<file path="config.mk">
export PLATFORM = sky130hd
export DESIGN_NAME = quadrilatero_burst_sched_flat
export DESIGN_NICKNAME = d
export VERILOG_FILES = /design/src/rtl/quadrilatero_burst_sched_if.sv /design/src/rtl/quadrilatero_burst_sched.sv /design/src/flat_wrapper.sv
export SDC_FILE = /design/constraint.sdc
export NUM_CORES = 1
export LEC_CHECK = 0
export CAP_MARGIN = 10
export CORE_AREA = 3 3 76 93
export DETAILED_ROUTE_END_ITERATION = 16
export DIE_AREA = 0 0 79 96
export GPL_ROUTABILITY_DRIVEN = 0
export GPL_TIMING_DRIVEN = 0
export HOLD_SLACK_MARGIN = 0.12
export PLACE_DENSITY_LB_ADDON = 0.3
export SLEW_MARGIN = 20
export SYNTH_ARGS = -nofsm -noshare
export SYNTH_HDL_FRONTEND = slang
export SYNTH_SLANG_ARGS = --single-unit
</file>
<file path="constraint.sdc">
create_clock -name clk_i -period 4.6 [get_ports clk_i]
set_input_delay 0.92 -clock clk_i [delete_from_list [all_inputs] [get_ports clk_i]]
set_output_delay 0.92 -clock clk_i [all_outputs]
set_load 0.005 [all_outputs]
</file>
<file path="src/rtl/quadrilatero_burst_sched_if.sv">
// Handshake bundle between requesters, shared row ports and the burst scheduler.
// abort_o exists only when QUADRILATERO_BURST_WDOG_EN is defined.
interface quadrilatero_burst_sched_if #(
  parameter int unsigned NUM_REQ   = 8,
  parameter int unsigned NUM_PORTS = 2,
  parameter int unsigned N_ROWS    = 4
);
  localparam int unsigned RW   = $clog2(NUM_REQ);
  localparam int unsigned ROWW = $clog2(N_ROWS);

  logic [NUM_REQ-1:0]        req_i;
  logic [NUM_REQ-1:0]        row_ready_i;
  logic [NUM_PORTS-1:0]      port_ready_i;
  logic [NUM_REQ-1:0]        gnt_o;
  logic [NUM_PORTS-1:0]      port_busy_o;
  logic [NUM_PORTS*RW-1:0]   port_owner_o;
  logic [NUM_PORTS*ROWW-1:0] port_row_o;
  logic [NUM_PORTS-1:0]      beat_o;
  logic [NUM_REQ-1:0]        done_o;
`ifdef QUADRILATERO_BURST_WDOG_EN
  logic [NUM_REQ-1:0]        abort_o;
`endif

  modport master (
    output req_i, row_ready_i, port_ready_i,
    input  gnt_o, port_busy_o, port_owner_o, port_row_o, beat_o, done_o
`ifdef QUADRILATERO_BURST_WDOG_EN
    , input abort_o
`endif
  );

  modport slave (
    input  req_i, row_ready_i, port_ready_i,
    output gnt_o, port_busy_o, port_owner_o, port_row_o, beat_o, done_o
`ifdef QUADRILATERO_BURST_WDOG_EN
    , output abort_o
`endif
  );
endinterface

</file>
<file path="src/rtl/quadrilatero_burst_sched.sv">
// Round-robin scheduler handing N_ROWS-row bursts from NUM_REQ requesters to NUM_PORTS row ports.
// Define QUADRILATERO_BURST_WDOG_EN to add a per-port stall watchdog and the abort_o output.
module quadrilatero_burst_sched #(
  parameter int unsigned NUM_REQ     = 8,
  parameter int unsigned NUM_PORTS   = 2,
  parameter int unsigned N_ROWS      = 4,
  parameter int unsigned WDOG_CYCLES = 16
) (
  input logic                       clk_i,
  input logic                       rst_ni,
  quadrilatero_burst_sched_if.slave bus
);

  localparam int unsigned RW   = $clog2(NUM_REQ);
  localparam int unsigned ROWW = $clog2(N_ROWS);

  typedef enum logic {
    IDLE  = 1'b0,
    BURST = 1'b1
  } port_state_e;

  port_state_e          state_q [NUM_PORTS];
  port_state_e          state_d [NUM_PORTS];
  logic [RW-1:0]        owner_q [NUM_PORTS];
  logic [RW-1:0]        owner_d [NUM_PORTS];
  logic [ROWW-1:0]      row_q   [NUM_PORTS];
  logic [ROWW-1:0]      row_d   [NUM_PORTS];
  logic [RW-1:0]        rr_q;
  logic [RW-1:0]        rr_d;

  logic [NUM_REQ-1:0]   gntVec;
  logic [NUM_REQ-1:0]   candMask;
  logic [NUM_REQ-1:0]   doneVec;
  logic [NUM_PORTS-1:0] busyVec;
  logic [NUM_PORTS-1:0] beatVec;

  logic [NUM_PORTS-1:0] allocValid;
  logic [RW-1:0]        allocOwner [NUM_PORTS];
  logic [RW-1:0]        lastAlloc;
  logic                 anyAlloc;
  logic                 portFound;
  int unsigned          scanIdx;

`ifdef QUADRILATERO_BURST_WDOG_EN
  localparam int unsigned WW = $clog2(WDOG_CYCLES + 1);

  logic [WW-1:0]        wdog_q [NUM_PORTS];
  logic [WW-1:0]        wdog_d [NUM_PORTS];
  logic [NUM_REQ-1:0]   abortVec;
`else
  // The limit only matters with the watchdog built in; zero would be meaningless either way.
  if (WDOG_CYCLES == 0) begin : g_wdog_limit_invalid
  end
`endif

  // A requester is granted exactly while some port in BURST names it as owner.
  always_comb begin
    gntVec  = '0;
    busyVec = '0;
    for (int unsigned p = 0; p < NUM_PORTS; p++) begin
      if (state_q[p] == BURST) begin
        busyVec[p]          = 1'b1;
        gntVec[owner_q[p]]  = 1'b1;
      end
    end
  end

  assign candMask = bus.req_i & ~gntVec;

  // Scan requesters from rr_q with wrap; the k-th candidate takes the k-th idle port.
  always_comb begin
    allocValid = '0;
    anyAlloc   = 1'b0;
    lastAlloc  = '0;
    portFound  = 1'b0;
    scanIdx    = 0;
    for (int unsigned p = 0; p < NUM_PORTS; p++) begin
      allocOwner[p] = '0;
    end
    for (int unsigned i = 0; i < NUM_REQ; i++) begin
      scanIdx = 32'(rr_q) + i;
      if (scanIdx >= NUM_REQ) begin
        scanIdx = scanIdx - NUM_REQ;
      end
      portFound = 1'b0;
      if (candMask[RW'(scanIdx)]) begin
        for (int unsigned p = 0; p < NUM_PORTS; p++) begin
          if (!portFound && (state_q[p] == IDLE) && !allocValid[p]) begin
            allocValid[p] = 1'b1;
            allocOwner[p] = RW'(scanIdx);
            portFound     = 1'b1;
            anyAlloc      = 1'b1;
            lastAlloc     = RW'(scanIdx);
          end
        end
      end
    end
  end

  // Per-port next state: claim on allocation, advance a row per beat, retire on the last row.
  always_comb begin
    if (anyAlloc) begin
      rr_d = (lastAlloc == RW'(NUM_REQ - 1)) ? '0 : lastAlloc + 1'b1;
    end else begin
      rr_d = rr_q;
    end
    beatVec = '0;
    doneVec = '0;
`ifdef QUADRILATERO_BURST_WDOG_EN
    abortVec = '0;
`endif
    for (int unsigned p = 0; p < NUM_PORTS; p++) begin
      state_d[p] = state_q[p];
      owner_d[p] = owner_q[p];
      row_d[p]   = row_q[p];
`ifdef QUADRILATERO_BURST_WDOG_EN
      wdog_d[p]  = wdog_q[p];
`endif
      case (state_q[p])
        IDLE: begin
          if (allocValid[p]) begin
            state_d[p] = BURST;
            owner_d[p] = allocOwner[p];
            row_d[p]   = '0;
`ifdef QUADRILATERO_BURST_WDOG_EN
            wdog_d[p]  = '0;
`endif
          end
        end
        BURST: begin
          beatVec[p] = bus.port_ready_i[p] & bus.row_ready_i[owner_q[p]];
          if (beatVec[p]) begin
`ifdef QUADRILATERO_BURST_WDOG_EN
            wdog_d[p] = '0;
`endif
            if (row_q[p] == ROWW'(N_ROWS - 1)) begin
              doneVec[owner_q[p]] = 1'b1;
              state_d[p]          = IDLE;
              owner_d[p]          = '0;
              row_d[p]            = '0;
            end else begin
              row_d[p] = row_q[p] + 1'b1;
            end
          end
`ifdef QUADRILATERO_BURST_WDOG_EN
          else if (wdog_q[p] == WW'(WDOG_CYCLES - 1)) begin
            abortVec[owner_q[p]] = 1'b1;
            state_d[p]           = IDLE;
            owner_d[p]           = '0;
            row_d[p]             = '0;
            wdog_d[p]            = '0;
          end else begin
            wdog_d[p] = wdog_q[p] + 1'b1;
          end
`endif
        end
        default: begin
          state_d[p] = IDLE;
        end
      endcase
    end
  end

  always_ff @(posedge clk_i or negedge rst_ni) begin
    if (!rst_ni) begin
      rr_q <= '0;
      for (int unsigned p = 0; p < NUM_PORTS; p++) begin
        state_q[p] <= IDLE;
        owner_q[p] <= '0;
        row_q[p]   <= '0;
`ifdef QUADRILATERO_BURST_WDOG_EN
        wdog_q[p]  <= '0;
`endif
      end
    end else begin
      rr_q <= rr_d;
      for (int unsigned p = 0; p < NUM_PORTS; p++) begin
        state_q[p] <= state_d[p];
        owner_q[p] <= owner_d[p];
        row_q[p]   <= row_d[p];
`ifdef QUADRILATERO_BURST_WDOG_EN
        wdog_q[p]  <= wdog_d[p];
`endif
      end
    end
  end

  // Owner and row fields read as zero whenever the port is idle.
  always_comb begin
    bus.port_owner_o = '0;
    bus.port_row_o   = '0;
    for (int unsigned p = 0; p < NUM_PORTS; p++) begin
      if (state_q[p] == BURST) begin
        bus.port_owner_o[p*RW +: RW]   = owner_q[p];
        bus.port_row_o[p*ROWW +: ROWW] = row_q[p];
      end
    end
  end

  assign bus.gnt_o       = gntVec;
  assign bus.port_busy_o = busyVec;
  assign bus.beat_o      = beatVec;
  assign bus.done_o      = doneVec;
`ifdef QUADRILATERO_BURST_WDOG_EN
  assign bus.abort_o     = abortVec;
`endif

endmodule

</file>
<file path="src/flat_wrapper.sv">
// flat-port wrapper written by rule: the top's interface ports become plain ports
module quadrilatero_burst_sched_flat 
#(
  parameter int unsigned NUM_REQ     = 8,
  parameter int unsigned NUM_PORTS   = 2,
  parameter int unsigned N_ROWS      = 4,
  parameter int unsigned WDOG_CYCLES = 16
)
  (clk_i, rst_ni, bus_req_i, bus_row_ready_i, bus_port_ready_i, bus_gnt_o, bus_port_busy_o, bus_port_owner_o, bus_port_row_o, bus_beat_o, bus_done_o);
  quadrilatero_burst_sched_if #(.NUM_REQ(NUM_REQ), .NUM_PORTS(NUM_PORTS), .N_ROWS(N_ROWS)) bus_i ();
  input logic clk_i;
  input logic rst_ni;
  input wire logic [$bits(bus_i.req_i)-1:0] bus_req_i;
  input wire logic [$bits(bus_i.row_ready_i)-1:0] bus_row_ready_i;
  input wire logic [$bits(bus_i.port_ready_i)-1:0] bus_port_ready_i;
  output wire logic [$bits(bus_i.gnt_o)-1:0] bus_gnt_o;
  output wire logic [$bits(bus_i.port_busy_o)-1:0] bus_port_busy_o;
  output wire logic [$bits(bus_i.port_owner_o)-1:0] bus_port_owner_o;
  output wire logic [$bits(bus_i.port_row_o)-1:0] bus_port_row_o;
  output wire logic [$bits(bus_i.beat_o)-1:0] bus_beat_o;
  output wire logic [$bits(bus_i.done_o)-1:0] bus_done_o;
  assign bus_i.req_i = bus_req_i;
  assign bus_i.row_ready_i = bus_row_ready_i;
  assign bus_i.port_ready_i = bus_port_ready_i;
  assign bus_gnt_o = bus_i.gnt_o;
  assign bus_port_busy_o = bus_i.port_busy_o;
  assign bus_port_owner_o = bus_i.port_owner_o;
  assign bus_port_row_o = bus_i.port_row_o;
  assign bus_beat_o = bus_i.beat_o;
  assign bus_done_o = bus_i.done_o;
  quadrilatero_burst_sched #(.NUM_REQ(NUM_REQ), .NUM_PORTS(NUM_PORTS), .N_ROWS(N_ROWS), .WDOG_CYCLES(WDOG_CYCLES)) u_core (.clk_i(clk_i), .rst_ni(rst_ni), .bus(bus_i));
endmodule
</file>
==> results.cfg <==
[run_status]
status = finished clean

[global_routing]
grt_overflow = 0
first_global_vias = 3906
number_of_antenna_violations_at_the_first_check_in_global_routing = 0
pin_count_of_the_biggest_net_entering_global_routing = 16
first_pass_grt_wire_length_um = 19240
total_routing_resource_utilization_after_global_routing_pct = 31.81

[hold_path]
hp-start = u_core.row_q[2]
hold_path_depth = 1
hold_crit_path_type = flip-flop to flip-flop
sink_of_the_worst_hold_path = u_core.row_q[2]

[logic_synthesis]
ys_seq_elements = 15
count_of_synthesis_stage_warnings_from_yosys = 0
post_synth_instance_area_um2 = 3083
yosys-mux-area-fraction_pct = 12.54
yosys-top-cells-area = sky130_fd_sc_hd__dfrtp_1 (12%), sky130_fd_sc_hd__mux4_2 (8.0%), sky130_fd_sc_hd__nor2_1 (5.1%), sky130_fd_sc_hd__nand2_1 (4.6%), sky130_fd_sc_hd__o21ai_0 (4.4%)
synth-seq-area-share_pct = 12.18
yosysTopAreaCell = sky130_fd_sc_hd__dfrtp_1
synth_top_area_share_pct = 12.18
combinational_family_with_the_most_area_after_synthesis = compound AO/OA/AOI/OAI gates
synthSimpleGateAreaFrac_pct = 30.80
synthDistinctLibCells = 77
post_synth_inst_count = 418
synth_common_cells = sky130_fd_sc_hd__nor2_1 (42), sky130_fd_sc_hd__nand2_1 (38), sky130_fd_sc_hd__o21ai_0 (27), sky130_fd_sc_hd__clkbuf_1 (25), sky130_fd_sc_hd__nand3_1 (22)
postSynth.asyncResetShare_pct = 100.0
yosysMostFrequentCell = sky130_fd_sc_hd__nor2_1
adder_cell_share_of_the_synthesized_area_pct = 2.354
synth_compound_gate_area_share_pct = 35.06
post_synth_xor_area_fraction_pct = 1.136
synth_fp_nets = 443
synth_enable_flop_cells = 0
ys.flop_type = sky130_fd_sc_hd__dfrtp_1
synth_area_per_cell_um2 = 7.375

[timing]
post-route-min-period_ns = 4.508
timing.final.ws_setup_ns = 0.09250
final.hold.worst_slack_ns = 0.5135
setup-violations-final = 0
layout_worst_path_cycle_share_pct = 97.99
fin_skew_ns = 0.003589
timing.slew.headroom_pct = 54.05
tightestPinTransition_ns = 0.6871
timing_max_transition_violations_final = 0
final-hold-violation-count = 0
fin_setup_tns_ns = 0
achievable-frequency_ghz = 0.2219

[setup_path]
worstSetupEndpointType = flip-flop
worst_r2r_path_depth = 19
rr_startpoint = u_core.rr_q[0]
r2r-end = u_core.rr_q[2]
reg2reg_setup_slack_ns = 0.12
crit_path_max_fanout = 8
worst_ep_required_time_ns = 4.73
worstPathArrival_ns = 4.64
critPathKind = input port to flip-flop
crit_path_start_kind = input port

[clock_tree]
cts_num_sinks = 15
clock_tree.htree_level_count = 1
cts-root-to-sink-buffers = 2
clkTransAtPathRegs_ns = 0.06
clock_tree.root_cell = sky130_fd_sc_hd__clkbuf_8
insertion_delay_ns = 0.25
cts_tree = yes
cts-hold-fix-buffers = 0
tritoncts.num_buffers = 3

[run]
max-cap-violations = 0

[cells_and_area]
final_layout_size_suffix_gt1_share_pct = 19.96
antenna_cells_inserted = 0
final_design_area_no_fill_um2 = 4110
final-instance-count-excl-fill = 566
signed_area_change_from_the_synthesized_netlist_to_the_final_layout_pct = 33.32
design.final.nets = 507

[detailed_routing]
detailedRoute.firstIterationViolations = 546
antenna_violating_nets_post_route = 0
remaining_drc_errors = 0
avg_wl_per_cell_um = 22.30
vias = 4162
finalWirelength_um = 12620
drt_pre_antenna_iters = 6
detail_route.vias_per_cell = 7.353

[power_and_ir_drop]
peakVddDrop_v = 0.0004152
total_leakage_power_nw = 1.515
pwr_density_cell_nw_per_um2 = 827.9

[floorplanning]
die_area_um2 = 7584
fp.dieH_um = 96
floorplan.core_area_um2 = 6326
initial_core_util_pct = 48.73
die_width_um = 79
floorplan.rows = 32
io_pins = 50

[placement]
place.port_buffers = 49
hpwlAfterDp_um = 9039
dp_worst_setup_slack_ns = -1.130
placed_cell_area_um2 = 3680
dpl.cell_count = 552
-- per-layer routing --
| layer | track usage (%) | wire [um] | up-vias |
|---|---|---|---|
| li1 | - | - | 1793 |
| met2 | 53.65 | 5825 | 385 |
| met5 | 0 | 0 | - |
| met4 | 21.49 | 888 | 0 |
| met3 | 4.307 | 1408 | 100 |
| met1 | 37.55 | 4499 | 1884 |
-- stage by stage --
step | power [mW] | utilization (%)
floorplan | 1.983 | -
global placement | 2.698 | 58.17
detailed placement | 2.745 | 58.17
CTS | 3.045 | 61.53
global route | 3.583 | 64.97
finish | 3.403 | 64.97
-- sequential cells by signal, summed over array words and instances (netlist names) --
register and cells:
u_core.rr_q 3, u_core.state_q 2, u_core.row_q 4, u_core.owner_q 6
-- cell families (layout without fill, tap and decap cells) --
group / count (synthesis) / after routing
adders and majority gates: 6 / 6
xor gates and xnor gates: 4 / 4
buffers and inverters: 46 / 108
DFF: 15 / 15
and+or+nand+nor: 178 / 178
muxes: 24 / 24
AOI/OAI and AO/OA: 145 / 146
-- placed cells by master (no fill, tap or decap), types with 6 or more instances in the layout --
master | Yosys | final
sky130_fd_sc_hd__nand4_1 | 16 | 16
sky130_fd_sc_hd__a31oi_1 | 7 | 6
sky130_fd_sc_hd__nand2_1 | 38 | 37
sky130_fd_sc_hd__buf_4 | 0 | 14
sky130_fd_sc_hd__inv_1 | 10 | 10
sky130_fd_sc_hd__nand4b_1 | 6 | 6
sky130_fd_sc_hd__and2_1 | 13 | 13
sky130_fd_sc_hd__clkbuf_2 | 0 | 7
sky130_fd_sc_hd__mux4_2 | 11 | 11
sky130_fd_sc_hd__clkdlybuf4s50_1 | 0 | 48
sky130_fd_sc_hd__o22ai_1 | 16 | 14
sky130_fd_sc_hd__a21oi_1 | 16 | 15
sky130_fd_sc_hd__nand2b_1 | 6 | 6
sky130_fd_sc_hd__clkbuf_1 | 25 | 12
sky130_fd_sc_hd__dfrtp_1 | 15 | 15
sky130_fd_sc_hd__nor2_1 | 42 | 42
sky130_fd_sc_hd__o21ai_0 | 27 | 27
sky130_fd_sc_hd__nand3_1 | 22 | 19
-- final cells by class --
class,count,area [um^2]
plain buffers,30,157.7
clock buffers,4,45.04
fillers,566,2216
inverters,11,41.29
multi-input cells,358,2775
flip-flops and latches,15,375.4
well taps,85,106.4
repair buffers,63,609.3
-- power breakdown --
group	internal [mW]	leakage (nW)	switching (mW)
clock	0.0614	0.0228	0.0470
combinational	1.24	1.31	1.80
sequential	0.186	0.184	0.0754
total	1.48	1.52	1.92
-- worst max-delay path by stage --
stage	startpoint	end	slack (ns)
final	bus_req_i[6]	u_core.rr_q[2]	0.09
after global routing	bus_req_i[6]	u_core.rr_q[2]	-0.002
after CTS	bus_req_i[4]	u_core.rr_q[2]	0.007
after detailed placement	u_core.rr_q[0]	u_core.rr_q[2]	-1.13
after global placement	u_core.rr_q[0]	u_core.rr_q[2]	-1.06
after floorplan	u_core.rr_q[0]	u_core.rr_q[2]	0.10
-- what timing repair did --
item	in CTS	in global routing
gates resized for setup	32	41
cloned	0	1
endpoints found under the setup margin	10	3
endpoints found under the hold margin	0	0
pin swaps	6	14
setup buffers	7	7
-- critical path, cell delays in order --
cell and delay [ns]:
sky130_fd_sc_hd__clkdlybuf4s50_1 0.52, sky130_fd_sc_hd__nand3_1 0.21, sky130_fd_sc_hd__mux4_2 0.60, sky130_fd_sc_hd__mux2_4 0.39, sky130_fd_sc_hd__o21ai_4 0.25, sky130_fd_sc_hd__a311oi_4 0.19, sky130_fd_sc_hd__a21boi_4 0.28, sky130_fd_sc_hd__buf_6 0.15
sky130_fd_sc_hd__a2bb2oi_4 0.19, sky130_fd_sc_hd__a31oi_1 0.10, sky130_fd_sc_hd__mux2_4 0.28, sky130_fd_sc_hd__ha_4 0.17, sky130_fd_sc_hd__nor2b_4 0.13, sky130_fd_sc_hd__a41oi_2 0.18, sky130_fd_sc_hd__nand3_1 0.09
Note: power is estimated with default switching activity, not from simulation.
